--- config.mk ---
export PLATFORM = sky130hd
export DESIGN_NAME = pwc_channel
export DESIGN_NICKNAME = d
export VERILOG_FILES = /design/src/rtl/pulse_width_checker_pkg.sv /design/src/rtl/pwc_channel.sv
export SDC_FILE = /design/constraint.sdc
export NUM_CORES = 1
export LEC_CHECK = 0
export CAP_MARGIN = 20
export CORE_ASPECT_RATIO = 1.75
export CORE_MARGIN = 5
export CORE_UTILIZATION = 58
export CTS_CLUSTER_DIAMETER = 40
export CTS_CLUSTER_SIZE = 40
export DETAILED_ROUTE_END_ITERATION = 10
export GPL_ROUTABILITY_DRIVEN = 0
export PLACE_DENSITY = 0.84
export SKIP_CTS_REPAIR_TIMING = 1
export SYNTH_ARGS = -nofsm -noshare
export SYNTH_HDL_FRONTEND = slang
export SYNTH_SLANG_ARGS = --single-unit
--- constraint.sdc ---
create_clock -name clk -period 4.1 [get_ports clk]
set_clock_uncertainty 0.1 [all_clocks]
set_input_delay 0.82 -clock clk [delete_from_list [all_inputs] [get_ports clk]]
set_output_delay 0.82 -clock clk [all_outputs]
set_load 0.02 [all_outputs]
--- src/rtl/pulse_width_checker_pkg.sv ---
// Shared types and helpers for the pulse width checker.
// The PWC_CAPTURE_EN option is handled in pwc_channel and in the top.
package pulse_width_checker_pkg;

    typedef enum logic [1:0] {
        ARM    = 2'd0,
        IDLE   = 2'd1,
        ACTIVE = 2'd2,
        OVER   = 2'd3
    } pwc_state_e;

    localparam int DEF_MIN = 2;
    localparam int DEF_MAX = 6;

    // Adds b to a, clamping at lim (lim must be at least a).
    function automatic logic [31:0] sat_add(
        input logic [31:0] a,
        input logic [31:0] b,
        input logic [31:0] lim
    );
        logic [32:0] sum_s;
        sum_s = {1'b0, a} + {1'b0, b};
        if (sum_s > {1'b0, lim}) begin
            sat_add = lim;
        end else begin
            sat_add = sum_s[31:0];
        end
    endfunction

endpackage

--- src/rtl/pwc_channel.sv ---
// Single-channel pulse width monitor: arm/idle/active/over FSM and width counter.
// With PWC_CAPTURE_EN defined it also reports the width of the last finished pulse.
module pwc_channel
    import pulse_width_checker_pkg::*;
#(
    parameter int CNT_W = 8
) (
    input  logic             clk,
    input  logic             rst_n,
    input  logic             sig_i,
    input  logic             en_i,
    input  logic             pol_i,
    input  logic [CNT_W-1:0] min_i,
    input  logic [CNT_W-1:0] max_i,
    output logic             viol_short_o,
    output logic             viol_long_o
`ifdef PWC_CAPTURE_EN
    ,
    output logic [CNT_W-1:0] last_w_o
`endif
);

    localparam logic [CNT_W-1:0] CNT_ONE = CNT_W'(1);

    pwc_state_e       state_r, state_nx_s;
    logic [CNT_W-1:0] cnt_r, cnt_nx_s;
    logic [CNT_W-1:0] lmin_r, lmin_nx_s;
    logic [CNT_W-1:0] lmax_r, lmax_nx_s;
    logic             short_r, short_nx_s;
    logic             long_r, long_nx_s;
    logic [CNT_W:0]   cnt_inc_s;
    logic             act_s;
`ifdef PWC_CAPTURE_EN
    logic [CNT_W-1:0] cap_r, cap_nx_s;
`endif

    assign act_s     = sig_i ~^ pol_i;
    assign cnt_inc_s = {1'b0, cnt_r} + {1'b0, CNT_ONE};

    // Next-state, counter, limit latch and violation decode.
    always_comb begin
        state_nx_s = state_r;
        cnt_nx_s   = cnt_r;
        lmin_nx_s  = lmin_r;
        lmax_nx_s  = lmax_r;
        short_nx_s = 1'b0;
        long_nx_s  = 1'b0;
`ifdef PWC_CAPTURE_EN
        cap_nx_s   = cap_r;
`endif
        if (!en_i) begin
            // Disabled channels sit in ARM so a re-enable never catches a pulse mid-flight.
            state_nx_s = ARM;
        end else begin
            case (state_r)
                ARM: begin
                    if (!act_s) begin
                        state_nx_s = IDLE;
                    end else begin
                        state_nx_s = ARM;
                    end
                end
                IDLE: begin
                    if (act_s) begin
                        state_nx_s = ACTIVE;
                        cnt_nx_s   = CNT_ONE;
                        lmin_nx_s  = min_i;
                        lmax_nx_s  = max_i;
                    end else begin
                        state_nx_s = IDLE;
                    end
                end
                ACTIVE: begin
                    if (act_s) begin
                        cnt_nx_s = cnt_inc_s[CNT_W-1:0];
                        if (cnt_inc_s > {1'b0, lmax_r}) begin
                            state_nx_s = OVER;
                            long_nx_s  = 1'b1;
                        end else begin
                            state_nx_s = ACTIVE;
                        end
                    end else begin
                        state_nx_s = IDLE;
`ifdef PWC_CAPTURE_EN
                        cap_nx_s   = cnt_r;
`endif
                        if (cnt_r < lmin_r) begin
                            short_nx_s = 1'b1;
                        end else begin
                            short_nx_s = 1'b0;
                        end
                    end
                end
                OVER: begin
                    // cnt already holds lim_max+1 here, which is the saturated width.
                    if (!act_s) begin
                        state_nx_s = IDLE;
`ifdef PWC_CAPTURE_EN
                        cap_nx_s   = cnt_r;
`endif
                    end else begin
                        state_nx_s = OVER;
                    end
                end
                default: begin
                    state_nx_s = ARM;
                end
            endcase
        end
    end

    // State, counter, latched limits and registered violation strobes.
    always_ff @(posedge clk or negedge rst_n) begin
        if (!rst_n) begin
            state_r <= ARM;
            cnt_r   <= '0;
            lmin_r  <= '0;
            lmax_r  <= '0;
            short_r <= 1'b0;
            long_r  <= 1'b0;
        end else begin
            state_r <= state_nx_s;
            cnt_r   <= cnt_nx_s;
            lmin_r  <= lmin_nx_s;
            lmax_r  <= lmax_nx_s;
            short_r <= short_nx_s;
            long_r  <= long_nx_s;
        end
    end

`ifdef PWC_CAPTURE_EN
    // Width of the most recent finished pulse.
    always_ff @(posedge clk or negedge rst_n) begin
        if (!rst_n) begin
            cap_r <= '0;
        end else begin
            cap_r <= cap_nx_s;
        end
    end

    assign last_w_o = cap_r;
`endif

    assign viol_short_o = short_r;
    assign viol_long_o  = long_r;

endmodule

==> out/results.txt, run 1 <==
outcome - finished, final reports clean
clk slew on worst S/H paths - 0.10 ns
pwr dens - 464 nW/um^2
Yosys reg bits - 28
Worst IR Drop VDD - 337 uV
Core Area - 2720 um^2
Final setup viols - 0
total gr overflow - 0
compound-gate portion of the synthesized area - 0.0935
die area - 4070 um^2
Diodes inserted - 0
Final Cell Area - 1980 um^2
worst hold path class - flip-flop to flip-flop
simple-gate share of the synthesized area - 0.140
final period utilization - 0.658
Slew HR - 0.690
Slew @ Worst Pin - 0.461 ns
DRC viols - 0
Synth Area in Adders - 0.121
crit path cell chain - ha_1 -> nand2_1 -> or2_1 -> xnor2_1 -> ha_1 -> and3_1 -> nand3_1 -> a21oi_1 -> nor4_1 -> o31ai_1
most instantiated cells after synthesis - dfrtp_1 (28), ha_1 (16), inv_1 (16)
Routed WL per cell - 16.1 um
fmax - 371 MHz
Most Frequent Cell on Critical Path - ha_1
max-slew violations - 0
Ys Warns - 0
1st-pass router iterations - 4
final wirelength - 3.27 mm
synthesized area - 1660 um^2
H-tree lvl count - 1
Die Y-Extent - 80.8 um
CP max FO - 6
CP max-delay cell - dfrtp_1
clock latency on the worst-skew pair - 0.28 ns
startpoint types - flip-flop
Iter 0 DRT Violations - 27
Buffers on Ports - 22
routed via count - 1192
Total GRT Usage - 0.178
number of synthesized flops with an enable pin - 0
Largest stage delay, worst path - 0.46 ns
Static Leakage - 0.000997 uW
root buffer cell - clkbuf_8
Worst Path Arrival - 2.75 ns
vias in the first global route - 1246
post-synthesis mux area share - 0.137
Filler cells - 193
Clock Tree Buf Depth - 2
first-pass GRT wire length - 5.58 mm
DP Area - 1910 um^2
final hold violation count - 0
Post-synth ARST share - 1.00
register area share after synthesis - 0.422
Initial Utilization - 0.610
Worst Path Class, Setup - flip-flop to flip-flop
Worst EP required - 4.15 ns
initial antenna violation count - 0
Die Wd - 50.4 um
RSZ-0062 raised after global routing - false
Clock Sink Count - 28
most common cell in the netlist - dfrtp_1
Detailed Place HPWL - 2.52 mm
total power - 917 uW
leading area contributor after synthesis - dfrtp_1
CTS tree - yes
Yosys top cell area share - 0.422
std cell rows - 25
main combinational cell family by area after synthesis - simple AND/OR/NAND/NOR gates
Synth area leaders - dfrtp_1 (42%), ha_1 (12%), mux2_4 (9.0%), mux2_2 (4.1%), inv_1 (3.6%)
top_reg_cell synth - dfrtp_1
Area Overhead vs Synth - 19.2%
IO Pins - 23
ANT nets after route - 0
DR vias/cell - 5.87
post-synth cell types - 34
TNS Setup - 0 ns
largest net degree at the start of global routing - 29
fraction of layout cells with a size suffix above 1 - 0.142
Tmin final - 2.70 ns
CP Capture Type - flip-flop
Synthesized Nets - 188
CTS Buf Count - 3
Final nets - 214
post-synthesis area per instance - 11.0 um^2
Gate Count Post-Synth - 151
XOR/XNOR Fraction of Synth Area - 0.0415
Maximum Capacitance Violations - 0
critical path, delay by kind of cell (launching register included):
family,cells,cell delay (ns)
DFF,1,0.46
adders and majority gates,2,0.59
and+or+nand+nor,5,1.07
AOI/OAI and AO/OA,2,0.20
xor gates and xnor gates,1,0.16
cells in the final DEF, fill, tap and decap left out, drive strengths merged, types with 2 or more instances in the layout:
cell type / synthesis / routed
and2: 2 / 2
nand3: 6 / 6
dfrtp: 28 / 28
a21o: 3 / 3
inv: 16 / 16
a22o: 3 / 3
a21oi: 2 / 2
xor2: 2 / 2
o21ai: 8 / 8
a31oi: 3 / 3
nor2: 5 / 5
nand4b: 2 / 2
nor2b: 5 / 5
nand2: 12 / 12
clkbuf: 1 / 3
o31ai: 3 / 3
nor3: 3 / 3
mux2: 16 / 16
clkdlybuf4s50: 0 / 22
xnor2: 5 / 5
nor4: 2 / 2
ha: 16 / 16
sequential cells by signal, summed over array words and instances (netlist names):
signal and flops:
lmin_r 8, cnt_r 8, state_r 2, lmax_r 8, viol_short_o 1, viol_long_o 1
per-layer routing:
metal / vias to the layer above / global-route usage / part of all wire
li1: 579 / - / -
met1: 578 / 0.195 / 0.36
met2: 26 / 0.324 / 0.57
met3: 9 / 0.0275 / 0.036
met4: 0 / 0.0844 / 0.029
met5: - / 0 / 0
layout make-up:
type                    count  area, um^2  area share
clock buffers               3        41.3      0.0209
multi-input cells         105         883       0.447
repair buffers             23         228       0.115
flip-flops and latches     28         701       0.354
inverters                  16        60.1      0.0304
well taps                  27        33.8      0.0171
clock inverters             1        30.0      0.0152
where the power goes:
| group | internal [uW] | switching [uW] |
|---|---|---|
| registers | 345 | 54.8 |
| logic | 171 | 127 |
| clock network | 131 | 88.8 |
| total | 646 | 270 |
stage by stage:
| stage | hold slack, ns | util | cells | setup WS (ns) |
|---|---|---|---|---|
| after CTS | 0.415 | 0.726 | 203 | 1.41 |
| after floorplan | 0.379 | - | 151 | 1.77 |
| final | 0.410 | 0.726 | 203 | 1.40 |
| after global placement | 0.392 | 0.700 | 199 | 1.31 |
| after global routing | 0.440 | 0.726 | 203 | 1.18 |
| after detailed placement | 0.393 | 0.700 | 199 | 1.23 |
final timing paths:
path,from,to,slack (ns),cells past startpoint
min in group asynchronous,rst_n,cnt_r[7],0.81,2
min reg2reg,lmax_r[1],lmax_r[1],0.41,1
min,lmax_r[1],lmax_r[1],0.41,1
max,cnt_r[0],state_r[0],1.40,10
max in group asynchronous,rst_n,lmax_r[0],2.84,2
max reg2reg,cnt_r[0],state_r[0],1.40,10
logic make-up (layout without fill, tap and decap cells):
| group | Yosys count | after routing |
|---|---|---|
| compound gates | 24 | 24 |
| xor+xnor | 7 | 7 |
| fa+ha+maj | 16 | 16 |
| buf+inv | 18 | 43 |
| flops | 28 | 28 |
| mux | 17 | 17 |
| simple gates | 41 | 41 |
(Power assumes the default switching activity.)
==> run 2: changes to the inputs <==
- CORE_UTILIZATION: 58 -> 49
- PLACE_DENSITY: 0.84 -> 0.76
- clock period: 4.1 -> 2.2 ns (I/O delays scaled with it)
==> out/results.txt, run 2 (synthesis results as in run 1) <==
fmax - 437 MHz (+18%)
Die Y-Extent - 87.0 um (+7.7%)
max-slew violations - 0 (unchanged)
most frequent cells in the layout - dfrtp_1 (26), clkdlybuf4s50_1 (22), buf_4 (22), inv_1 (16), ha_1 (15)
total gr overflow - 0 (unchanged)
CTS tree - yes
Iter 0 DRT Violations - 27 (unchanged)
Clk pwr share - 0.180 (-0.060)
Worst IR Drop VDD - 562 uV (+67%)
Tmin final - 2.29 ns (-0.409 ns)
Final setup viols - 2 (+2)
std cell rows - 28 (+12%)
Final Cell Area - 2220 um^2 (+12%)
DP Area - 2080 um^2 (+8.9%)
Maximum Capacitance Violations - 0 (unchanged)
pwr dens - 814 nW/um^2 (+76%)
fraction of layout cells with a size suffix above 1 - 0.294 (+0.152)
met1 Use GR - 0.190 (-0.00552)
CTS Buf Count - 3 (unchanged)
Detailed Place HPWL - 2.75 mm (+9.2%)
DRC viols - 0 (unchanged)
IO Pins - 23 (unchanged)
Int Power - 1230 uW (+90%)
tightest hold margin - 0.413 ns (+0.00262 ns)
registers with the most flip-flops - cnt_r x8, lmax_r x8, lmin_r x8
1st-pass router iterations - 4 (unchanged)
part of the power in combinational logic - 0.415 (+0.090)
Slew HR - 0.760 (+0.0706)
clk slew on worst S/H paths - 0.09 ns (about the same)
DR vias/cell - 5.34 (-9.1%)
most used routing layer in global routing - met2
Final nets - 235 (+9.8%)
Worst EP required - 2.27 ns (-1.88 ns)
Filler cells - 247 (+28%)
Buffers on Ports - 22 (unchanged)
root buffer cell - clkbuf_8
Clock Tree Buf Depth - 2 (unchanged)
Routed WL per cell - 15.5 um (-4.2%)
final wirelength - 3.74 mm (+14%)
largest net degree at the start of global routing - 29 (unchanged)
Area Overhead vs Synth - 33.8%
Initial Utilization - 0.498 (-0.111)
Final WS setup - -0.0884 ns (-1.49 ns)
ANT nets after route - 0 (unchanged)
routed via count - 1292 (+8.4%)
startpoint types - flip-flop
global routing usage on met2 - 0.294 (-0.0301)
RSZ-0062 raised after global routing - true
commonest non-fill, non-tap cell in the layout - dfrtp_1
Worst Path Arrival - 2.35 ns (-0.40 ns)
Hold Path Cell Cnt - 1 (unchanged)
H-tree lvl count - 1 (unchanged)
Total GRT Usage - 0.170 (-0.00799)
switching power - 577 uW (+110%)
failing checks - setup timing
die area - 4700 um^2 (+15%)
worst r2r path cells - 9 (-1)
final period utilization - 1.04 (+0.382)
CP Capture Type - flip-flop
met3 usage - 0.0240 (-0.00351)
CP max FO - 4 (-2)
Finished Layout Cells - 242 (+19%)
Reg power frac - 0.404 (-0.032)
outcome - finished, violations left
pre-CTS setup slack - -0.159 ns (-1.39 ns)
first-pass GRT wire length - 5.90 mm (+5.7%)
worst hold path class - flip-flop to flip-flop
final hold violation count - 0 (unchanged)
clock latency on the worst-skew pair - 0.28 ns (about the same)
Slew @ Worst Pin - 0.357 ns (-0.104 ns)
initial antenna violation count - 0 (unchanged)
Die Wd - 54.0 um (+7.0%)
Core Area - 3330 um^2 (+22%)
placed insts - 234 (+18%)
Static Leakage - 0.00111 uW (+11%)
vias in the first global route - 1385 (+11%)
Diodes inserted - 0 (unchanged)
Clock Sink Count - 28 (unchanged)
Worst Path Class, Setup - flip-flop to flip-flop
switching part of the total power - 0.319 (+0.0244)
[run 2: changes by cell type in the layout (fill, tap and decap cells not counted), moves of 2 or more]
| cell | before | now |
|---|---|---|
| nand3_1 | 6 | 4 |
| buf_4 | 1 | 22 |
| dfrtp_2 | 0 | 2 |
| dfrtp_1 | 28 | 26 |
[run 2: worst paths after layout]
| check | from | to | slack [ns] |
|---|---|---|---|
| setup / recovery | cnt_r[1] | state_r[0] | -0.09 |
| hold / removal | lmax_r[1] | lmax_r[1] | 0.41 |
| setup reg to reg | cnt_r[1] | state_r[0] | -0.09 |
| hold reg to reg | lmax_r[1] | lmax_r[1] | 0.41 |
| max in group asynchronous | rst_n | cnt_r[1] | 1.29 |
| min in group asynchronous | rst_n | lmax_r[3] | 0.43 |
[run 2: stage by stage]
stage | utilization | setup TNS [ns] | total power (uW)
5_1_grt | 0.667 | -0.294 | 1920
4_1_cts | 0.640 | -0.436 | 1720
3_5_place_dp | 0.624 | -0.295 | 1390
6_report | 0.667 | -0.165 | 1810
2_1_floorplan | - | -0.104 | 1160
3_3_place_gp | 0.624 | -0.0886 | 1350
[run 2: layer usage]
layer | vias to the layer above | share of wire | wire (um)
li1 | 621 | - | -
met1 | 631 | 0.38 | 1420
met2 | 28 | 0.55 | 2060
met3 | 12 | 0.033 | 125
met4 | 0 | 0.035 | 132
met5 | - | 0 | 0
[run 2: critical path: stages (launching register included)]
cell	delay, ns
dfrtp_2	0.45
ha_4	0.17
buf_4	0.14
nand3_1	0.09
xnor2_1	0.15
ha_1	0.30
a21o_1	0.21
a22o_1	0.26
nor4_4	0.18
o31ai_1	0.12
[run 2: area by class of cell]
class                      count  area, um^2  area share
clock buffer                   4        55.1      0.0248
inverter                      16        60.1      0.0271
multi-input combinational    105         960       0.432
sequential                    28         703       0.317
tap                           45        56.3      0.0254
timing repair buffer          44         385       0.174
[run 2: power by group through the flow]
| stage | clock network, uW | registers (uW) | logic (uW) |
|---|---|---|---|
| global route | 347 | 747 | 829 |
| global placement | 0 | 732 | 617 |
| detailed placement | 0 | 743 | 646 |
| floorplan | 0 | 726 | 432 |
| finish | 326 | 731 | 750 |
| CTS | 334 | 732 | 653 |
